$ cat src/rtl/fdetect_if.sv
// Measurement bundle for fdetect: the square wave under test and clear
// going in, period/high-time results and status flags coming out.
// master = the detector (drives results), slave = the consumer/stimulus side.
//
// Ports (signals):
//   SIG_IN       asynchronous square wave to measure
//   CLR          synchronous clear of lock/error state, active-high
//   PERIOD       last rising-to-rising period, in F10M cycles
//   HIGH_T       synchronized-high cycles within that period
//   VALID        one-cycle pulse when PERIOD/HIGH_T update
//   LOCK         period within tolerance for LOCK_N consecutive measurements
//   TIMEOUT_ERR  sticky: no rising edge for TIMEOUT cycles
interface fdetect_if #(
  parameter int unsigned CNT_W = 16
);
  logic             SIG_IN;
  logic             CLR;
  logic [CNT_W-1:0] PERIOD;
  logic [CNT_W-1:0] HIGH_T;
  logic             VALID;
  logic             LOCK;
  logic             TIMEOUT_ERR;

  modport master (
    input  SIG_IN, CLR,
    output PERIOD, HIGH_T, VALID, LOCK, TIMEOUT_ERR
  );

  modport slave (
    output SIG_IN, CLR,
    input  PERIOD, HIGH_T, VALID, LOCK, TIMEOUT_ERR
  );
endinterface

$ cat src/rtl/fdetect.sv
// Period/high-time detector for a slow asynchronous square wave, with lock and sticky timeout flags.
// Latency: rise acted on 3 F10M edges after SIG_IN rises; VALID/LOCK registered one cycle after that.
// Backpressure: none; VALID is a one-cycle pulse the consumer must take when it appears.
//
// Ports:
//   F10M   system clock (10 MHz)
//   RESET  asynchronous active-low reset
//   io     fdetect_if.master: SIG_IN, CLR in; PERIOD, HIGH_T, VALID, LOCK, TIMEOUT_ERR out
//   CNT_W in this module must equal the CNT_W of the connected interface.
module fdetect #(
  parameter int unsigned CNT_W   = 16,
  parameter int unsigned EXPECT  = 40,
  parameter int unsigned TOL     = 1,
  parameter int unsigned LOCK_N  = 4,
  parameter int unsigned TIMEOUT = 1000
) (
  input  logic       F10M,
  input  logic       RESET,
  fdetect_if.master  io
);

  // Tolerance window; lower bound clamps at zero instead of wrapping.
  // Counters are compared zero-extended to 32 bits, so CNT_W is expected <= 32.
  localparam int unsigned LO   = (EXPECT > TOL) ? (EXPECT - TOL) : 0;
  localparam int unsigned HI   = EXPECT + TOL;
  localparam int unsigned MC_W = $clog2(LOCK_N + 1);

  localparam logic [CNT_W-1:0] CNT_MAX = '1;
  localparam logic [CNT_W-1:0] TMO     = CNT_W'(TIMEOUT);
  localparam logic [MC_W-1:0]  MC_MAX  = MC_W'(LOCK_N);

  typedef enum logic {
    WAIT_EDGE = 1'b0,
    MEASURE   = 1'b1
  } state_t;

  state_t           state_q;
  logic             s1_q, s2_q, s3_q;
  logic [CNT_W-1:0] cnt_q, hcnt_q;
  logic [CNT_W-1:0] period_q, high_q;
  logic             valid_q, lock_q, terr_q;
  logic [MC_W-1:0]  mcnt_q;

  logic             rise;
  logic             match_d;
  logic [CNT_W-1:0] cnt_d, hcnt_d;
  logic [MC_W-1:0]  mcnt_d;

  assign rise = s2_q & ~s3_q;

  // Saturating increments: counters park at all-ones instead of wrapping.
  assign cnt_d  = (cnt_q  == CNT_MAX) ? cnt_q  : cnt_q  + CNT_W'(1);
  assign hcnt_d = (hcnt_q == CNT_MAX) ? hcnt_q : hcnt_q + CNT_W'(1);

  assign match_d = (32'(cnt_q) >= LO) && (32'(cnt_q) <= HI);

  // Match run length, saturating at LOCK_N; any mismatch restarts the run.
  assign mcnt_d = !match_d            ? '0 :
                  (mcnt_q == MC_MAX)  ? mcnt_q :
                                        mcnt_q + MC_W'(1);

  always_ff @(posedge F10M or negedge RESET) begin
    if (!RESET) begin
      state_q  <= WAIT_EDGE;
      s1_q     <= 1'b0;
      s2_q     <= 1'b0;
      s3_q     <= 1'b0;
      cnt_q    <= '0;
      hcnt_q   <= '0;
      period_q <= '0;
      high_q   <= '0;
      valid_q  <= 1'b0;
      lock_q   <= 1'b0;
      terr_q   <= 1'b0;
      mcnt_q   <= '0;
    end else begin
      // Synchronizer keeps shifting under CLR so a coincident rise is consumed, not deferred.
      s1_q    <= io.SIG_IN;
      s2_q    <= s1_q;
      s3_q    <= s2_q;
      valid_q <= 1'b0;

      if (io.CLR) begin
        lock_q  <= 1'b0;
        mcnt_q  <= '0;
        terr_q  <= 1'b0;
        state_q <= WAIT_EDGE;
      end else begin
        case (state_q)
          WAIT_EDGE: begin
            // First rise only opens a measurement window; no result yet.
            if (rise) begin
              cnt_q   <= CNT_W'(1);
              hcnt_q  <= CNT_W'(1);
              state_q <= MEASURE;
            end
          end

          MEASURE: begin
            // Rise wins over timeout when both land on the same cycle.
            if (rise) begin
              period_q <= cnt_q;
              high_q   <= hcnt_q;
              valid_q  <= 1'b1;
              cnt_q    <= CNT_W'(1);
              hcnt_q   <= CNT_W'(1);
              mcnt_q   <= mcnt_d;
              lock_q   <= (mcnt_d == MC_MAX);
            end else if (cnt_q == TMO) begin
              terr_q  <= 1'b1;
              lock_q  <= 1'b0;
              mcnt_q  <= '0;
              state_q <= WAIT_EDGE;
            end else begin
              cnt_q <= cnt_d;
              if (s2_q) begin
                hcnt_q <= hcnt_d;
              end
            end
          end

          default: state_q <= WAIT_EDGE;
        endcase
      end
    end
  end

  assign io.PERIOD      = period_q;
  assign io.HIGH_T      = high_q;
  assign io.VALID       = valid_q;
  assign io.LOCK        = lock_q;
  assign io.TIMEOUT_ERR = terr_q;

endmodule

$ cat src/flat_wrapper.sv
// flat-port wrapper written by rule: the top's interface ports become plain ports
module fdetect_flat 
#(
  parameter int unsigned CNT_W   = 16,
  parameter int unsigned EXPECT  = 40,
  parameter int unsigned TOL     = 1,
  parameter int unsigned LOCK_N  = 4,
  parameter int unsigned TIMEOUT = 1000
)
  (F10M, RESET, io_SIG_IN, io_CLR, io_PERIOD, io_HIGH_T, io_VALID, io_LOCK, io_TIMEOUT_ERR);
  fdetect_if #(.CNT_W(CNT_W)) io_i ();
  input  logic F10M;
  input  logic RESET;
  input wire logic [$bits(io_i.SIG_IN)-1:0] io_SIG_IN;
  input wire logic [$bits(io_i.CLR)-1:0] io_CLR;
  output wire logic [$bits(io_i.PERIOD)-1:0] io_PERIOD;
  output wire logic [$bits(io_i.HIGH_T)-1:0] io_HIGH_T;
  output wire logic [$bits(io_i.VALID)-1:0] io_VALID;
  output wire logic [$bits(io_i.LOCK)-1:0] io_LOCK;
  output wire logic [$bits(io_i.TIMEOUT_ERR)-1:0] io_TIMEOUT_ERR;
  assign io_i.SIG_IN = io_SIG_IN;
  assign io_i.CLR = io_CLR;
  assign io_PERIOD = io_i.PERIOD;
  assign io_HIGH_T = io_i.HIGH_T;
  assign io_VALID = io_i.VALID;
  assign io_LOCK = io_i.LOCK;
  assign io_TIMEOUT_ERR = io_i.TIMEOUT_ERR;
  fdetect #(.CNT_W(CNT_W), .EXPECT(EXPECT), .TOL(TOL), .LOCK_N(LOCK_N), .TIMEOUT(TIMEOUT)) u_core (.F10M(F10M), .RESET(RESET), .io(io_i));
endmodule
$ cat config.mk
export PLATFORM = sky130hd
export DESIGN_NAME = fdetect_flat
export DESIGN_NICKNAME = d
export VERILOG_FILES = /design/src/rtl/fdetect_if.sv /design/src/rtl/fdetect.sv /design/src/flat_wrapper.sv
export SDC_FILE = /design/constraint.sdc
export NUM_CORES = 1
export LEC_CHECK = 0
export BUFFER_PORTS_ARGS = -buffer_cell sky130_fd_sc_hd__clkbuf_2
export CELL_PAD_IN_SITES_DETAIL_PLACEMENT = 1
export CELL_PAD_IN_SITES_GLOBAL_PLACEMENT = 1
export CORE_ASPECT_RATIO = 0.5
export CORE_MARGIN = 3
export CORE_UTILIZATION = 40
export DETAILED_ROUTE_END_ITERATION = 8
export PLACE_DENSITY_LB_ADDON = 0.05
export SLEW_MARGIN = 20
export SYNTH_ARGS = -nofsm -noshare
export SYNTH_HDL_FRONTEND = slang
export SYNTH_SLANG_ARGS = --single-unit
export TNS_END_PERCENT = 5
$ cat constraint.sdc
create_clock -name F10M -period 3.3 [get_ports F10M]
set_clock_uncertainty 0.2 [all_clocks]
set_input_delay 0 -clock F10M [delete_from_list [all_inputs] [get_ports F10M]]
set_output_delay 0 -clock F10M [all_outputs]
set_load 0.01 [all_outputs]
== After elaboration in Yosys (flattened, before gate mapping) ==
Cells that the tools add are included.
W data, S select, Z words.

* Register bits: 74
* Input port bits: 4
* Output and inout port bits: 35
* Word-level logic and storage cells: 72

* Add/sub/neg operators: 3
* Magnitude comparators: 2
* Eq/ne operators: 11
* Mux-type cells: 31
* Bitwise logic cells: 4
* Reductions and logical operators: 9

{| class="wikitable"
|+ Operators by type and width
! operator !! count
|-
| $mux W16 || 8
|-
| $pmux W16 S2 || 2
|-
| $add A16 B1 Y16 const B || 2
|-
| $eq A16 B16 Y1 const B || 2
|-
| $mux W3 || 6
|-
| $eq A16 B10 Y1 const B || 1
|-
| $ge A16 B6 Y1 const B || 1
|-
| $le A16 B6 Y1 const B || 1
|-
| $mux W1 || 14
|-
| $ne A3 B3 Y1 const B || 4
|-
| $eq A3 B3 Y1 const B || 2
|-
| $reduce_and A3 Y1 || 2
|-
| $reduce_and A5 Y1 || 1
|-
| $reduce_and A4 Y1 || 1
|-
| $reduce_bool A2 Y1 || 2
|-
| $add A3 B1 Y3 const B || 1
|-
| $not A1 Y1 || 3
|-
| $reduce_bool A3 Y1 || 1
|-
| $ne A2 B1 Y1 const B || 1
|-
| $ne A2 B2 Y1 const B || 1
|-
| $pmux W1 S2 || 1
|-
| $reduce_and A2 Y1 || 1
|-
| $and A1 B1 Y1 || 1
|-
| $logic_and A1 B1 Y1 || 1
|}

== Logic depth before layout (Yosys ltp) ==
* Depth after elaboration: 7
* Mapped depth: 9
* Mapped depth without buffers: 8

== Worst setup path after synthesis ==
OpenSTA, ideal clock, no wires.

* Path kind: register to register
* Start point: register u_core.cnt_q[4]
* End point: register u_core.cnt_q[13]
* Setup time: 139 ps
* Data arrival time: 2069 ps
* Data required time: 2961 ps
* Setup slack: 891 ps
* Stages on the path, launching flop included: 7
* Path buffers: 1
* Period minus slack after synthesis: 2409 ps
* Path through: dfrtp_1 or4b_4 o41a_1 and2_1 buf_2 a41oi_1 a31oi_1

* Cells in the longest elaborated chain, start to end: 5
* Elaborated cells between the ends (all ways): 10
* Those cells by class: add/sub: 1; eq/ne: 4; mux: 4; reduce/logical: 1

{| class="wikitable"
|+ RTL lines
! what !! line !! source
|-
| from (decl) || fdetect.sv:39 || <nowiki>logic [CNT_W-1:0] cnt_q, hcnt_q;</nowiki>
|-
| from (signal assigned) || fdetect.sv:115 || <nowiki>cnt_q <= cnt_d;</nowiki>
|-
| $add A16 B1 Y16 || fdetect.sv:52 || <nowiki>assign cnt_d = (cnt_q == CNT_MAX) ? cnt_q : cnt_q + CNT_W'(1);</nowiki>
|-
| $mux W16 || fdetect.sv:52 ||
|-
| $mux W16 || fdetect.sv:109 || <nowiki>end else if (cnt_q == TMO) begin</nowiki>
|-
| $mux W16 || fdetect.sv:101 || <nowiki>if (rise) begin</nowiki>
|-
| $pmux W16 S2 || fdetect.sv:89 || <nowiki>case (state_q)</nowiki>
|}

Parallel ways exist; a longest one is shown, timed or not. The select of a mux whose other input is x is not followed.
A chain may end at the register's enable or synchronous reset.

== Worst setup path in the final report ==
* Start point: register u_core.cnt_q[0]
* End point: register u_core.cnt_q[0]

Same word-level chain as after synthesis.

==> run metrics <==
setup slack after layout=~0.58 ns; Setup TNS Final=0 ns; DIE HEIGHT=72.8 microns; H-tree depth=3; Global Route Usage Sum=19.2%; VDD IR max=~0.00035 V; number of synthesized flops with an enable pin=0; Yosys warning count=0; PortBufs=38; Leakage=1.91 nW; worst skew pair latency=0.33 ns; TritonCTS clock tree=yes; initial DRC count=98; final hold vios=0; post-synth top area share=between 50% and 60%; final number of max-transition violations=0; starting density of the core=42.8%; post-synthesis cell area=around 3600 sq um; Non-Filler Instances=497; cell count of the worst reg-to-reg path=6; first-pass GRT wire length=15400 microns; Worst EP required=roughly 3.3 ns; most common cell after layout, fill and taps aside=dfrtp_1; Routed Antenna Nets=0; die width=~140 microns; Post-synth top flop=dfrtp_1; clock-pin slew on the worst setup and hold paths=around 0.060 ns; vias in the first global route=between 3000 and 4000; Core Area=8350 sq um; CP max FO=6; ys async rst share=100%; placed insts=478; kind of end point of the critical path=flip-flop; Synth cell types=43; CP startpoint kind=flip-flop; final setup vio count=0; I/O pin count=39; largest net degree at the start of global routing=41; first drt pass iteration count=4; RSZ-0062 raised after global routing=false; Final Net Count=between 300 and 400; number of core rows=23; post-route design area=4210 sq um; commonest cells after routing, fill and taps aside=74 x dfrtp_1, 37 x clkbuf_2, 33 x mux2_2; max cap viols=0; layout cells sized above 1=a little over a quarter; status=completed; Syn Inst Count=338; synth top area cells=dfrtp_1 52%, mux2_2 10%, a31oi_1 5.3%, o21ai_0 3.4%, nand2_1 2.7%; DIE AREA=roughly 10000 sq um; class of the worst hold path=input pin to async pin; FILL cells=929; via density per instance=~5.9; pwr dens=519 nW/um^2; WL final=8920 microns; area leader, netlist=dfrtp_1; crit path DAT=2.75 ns; initial antenna violation count=0; max_slew headroom=41.6%; n_diodes=0; total CTS buffers=9; via count=2919; clock root buffer=clkbuf_16; Max Clock Freq=approximately 0.37 GHz; DP HPWL=between 6000 and 7000 microns; Final period util=82.6%; DRC=0; grt ovf=0; CTS Buffer Depth=2; Place WS=0.611 ns; critical path class=flip-flop to flip-flop; post-synthesis net count=349; share of the yosys chip area belonging to registers=51.9%; GPL Wtd Cong=0.833; slew at the pin closest to its max-slew limit=0.869 ns; fin crit period=2.72 ns; clk sink count=74; wire per inst=17.9 microns; Placed Area=3880 sq um; area grow syn2layout=17.9%; syn_area_per_cell=10.6 sq um; synthesized flop and latch total=74
[flip-flops by register name, summed over array words and instances (netlist names), 3 cells and up]
register and count:
u_core.cnt_q 16, u_core.hcnt_q 16, u_core.io.HIGH_T 16, u_core.mcnt_q 3, u_core.io.PERIOD 16
[area by class of cell]
| cell class | instances | area (sq um) | share of cell area (%) |
|---|---|---|---|
| flip-flops and latches | 74 | 1850 | 44.0 |
| clock inverters | 3 | 21.3 | 0.505 |
| multi-input cells | 238 | 1600 | 38.0 |
| repair buffers | 47 | 278 | 6.60 |
| clock buffers | 13 | 280 | 6.66 |
| inverters | 10 | 37.5 | 0.892 |
| well taps | 112 | 140 | 3.33 |
[through the flow]
| step | power (mW) | utilization, % | hold WS [ns] |
|---|---|---|---|
| after floorplan | 1.15 | - | -0.496 |
| after global placement | 1.23 | 46.5 | -0.0913 |
| after detailed placement | 1.24 | 46.5 | -0.0895 |
| after CTS | 2.22 | 50.4 | 0.111 |
| after global routing | 2.29 | 50.4 | 0.115 |
| final | 2.19 | 50.4 | 0.108 |
[synthesized netlist by cell type (4+ instances only)]
cell,n
dfrtp_1,74
o21ai_0,24
buf_2,5
nand4_1,12
a41oi_1,5
clkbuf_1,9
a31oi_1,30
and3_1,6
a21oi_2,4
ha_1,7
mux2_2,33
inv_1,10
and2_1,6
nand3_1,12
nor3_1,8
nor2_1,19
nand2_1,26
a21oi_1,11
[layer usage]
layer	track usage, %	routed length [microns]	vias to the layer above
met1	24.8	4280	1498
met3	5.50	358	11
li1	-	-	1355
met5	0	0	-
met2	32.3	4190	55
met4	5.16	95	0
[worst max-delay path, cell delays in order (launching register included)]
cell and delay (ns):
dfrtp_1 0.44, ha_1 0.29, and3_1 0.24, nand2_1 0.16, nor3_1 0.56, a21oi_1 0.37, mux2_2 0.36
[cell families (layout without fill, tap and decap cells)]
group	after synthesis	in the layout	synth area share [%]
buffers and inverters	26	73	3.33
AND/OR/NAND/NOR	107	107	15.6
AO/OA/AOI/OAI	90	90	16.1
multiplexers	34	34	10.7
adder cells (fa/ha/maj)	7	7	2.45
flip-flops	74	74	51.9
[power by group]
| part | internal [mW] | switching (mW) |
|---|---|---|
| combinational | 0.0863 | 0.122 |
| sequential | 0.956 | 0.0585 |
| clock | 0.591 | 0.371 |
| total | 1.63 | 0.552 |
[worst paths after layout]
path / from / endpoint / slack (ns)
min reg2reg: u_core.s1_q / u_core.s2_q / 0.15
min: RESET / u_core.io.PERIOD[3] / 0.11
max reg2reg: u_core.cnt_q[0] / u_core.cnt_q[0] / 0.58
max: u_core.cnt_q[0] / u_core.cnt_q[0] / 0.58
max in group asynchronous: RESET / u_core.hcnt_q[12] / 2.10
min in group F10M: io_SIG_IN / u_core.s1_q / 0.11
[what timing repair did]
action                                 4_1_cts  5_1_grt
buffers inserted                             0        0
gates resized for setup                      0        0
endpoints found under the hold margin       38        0
hold buffers                                 3        0
(Power assumes the default switching activity.)
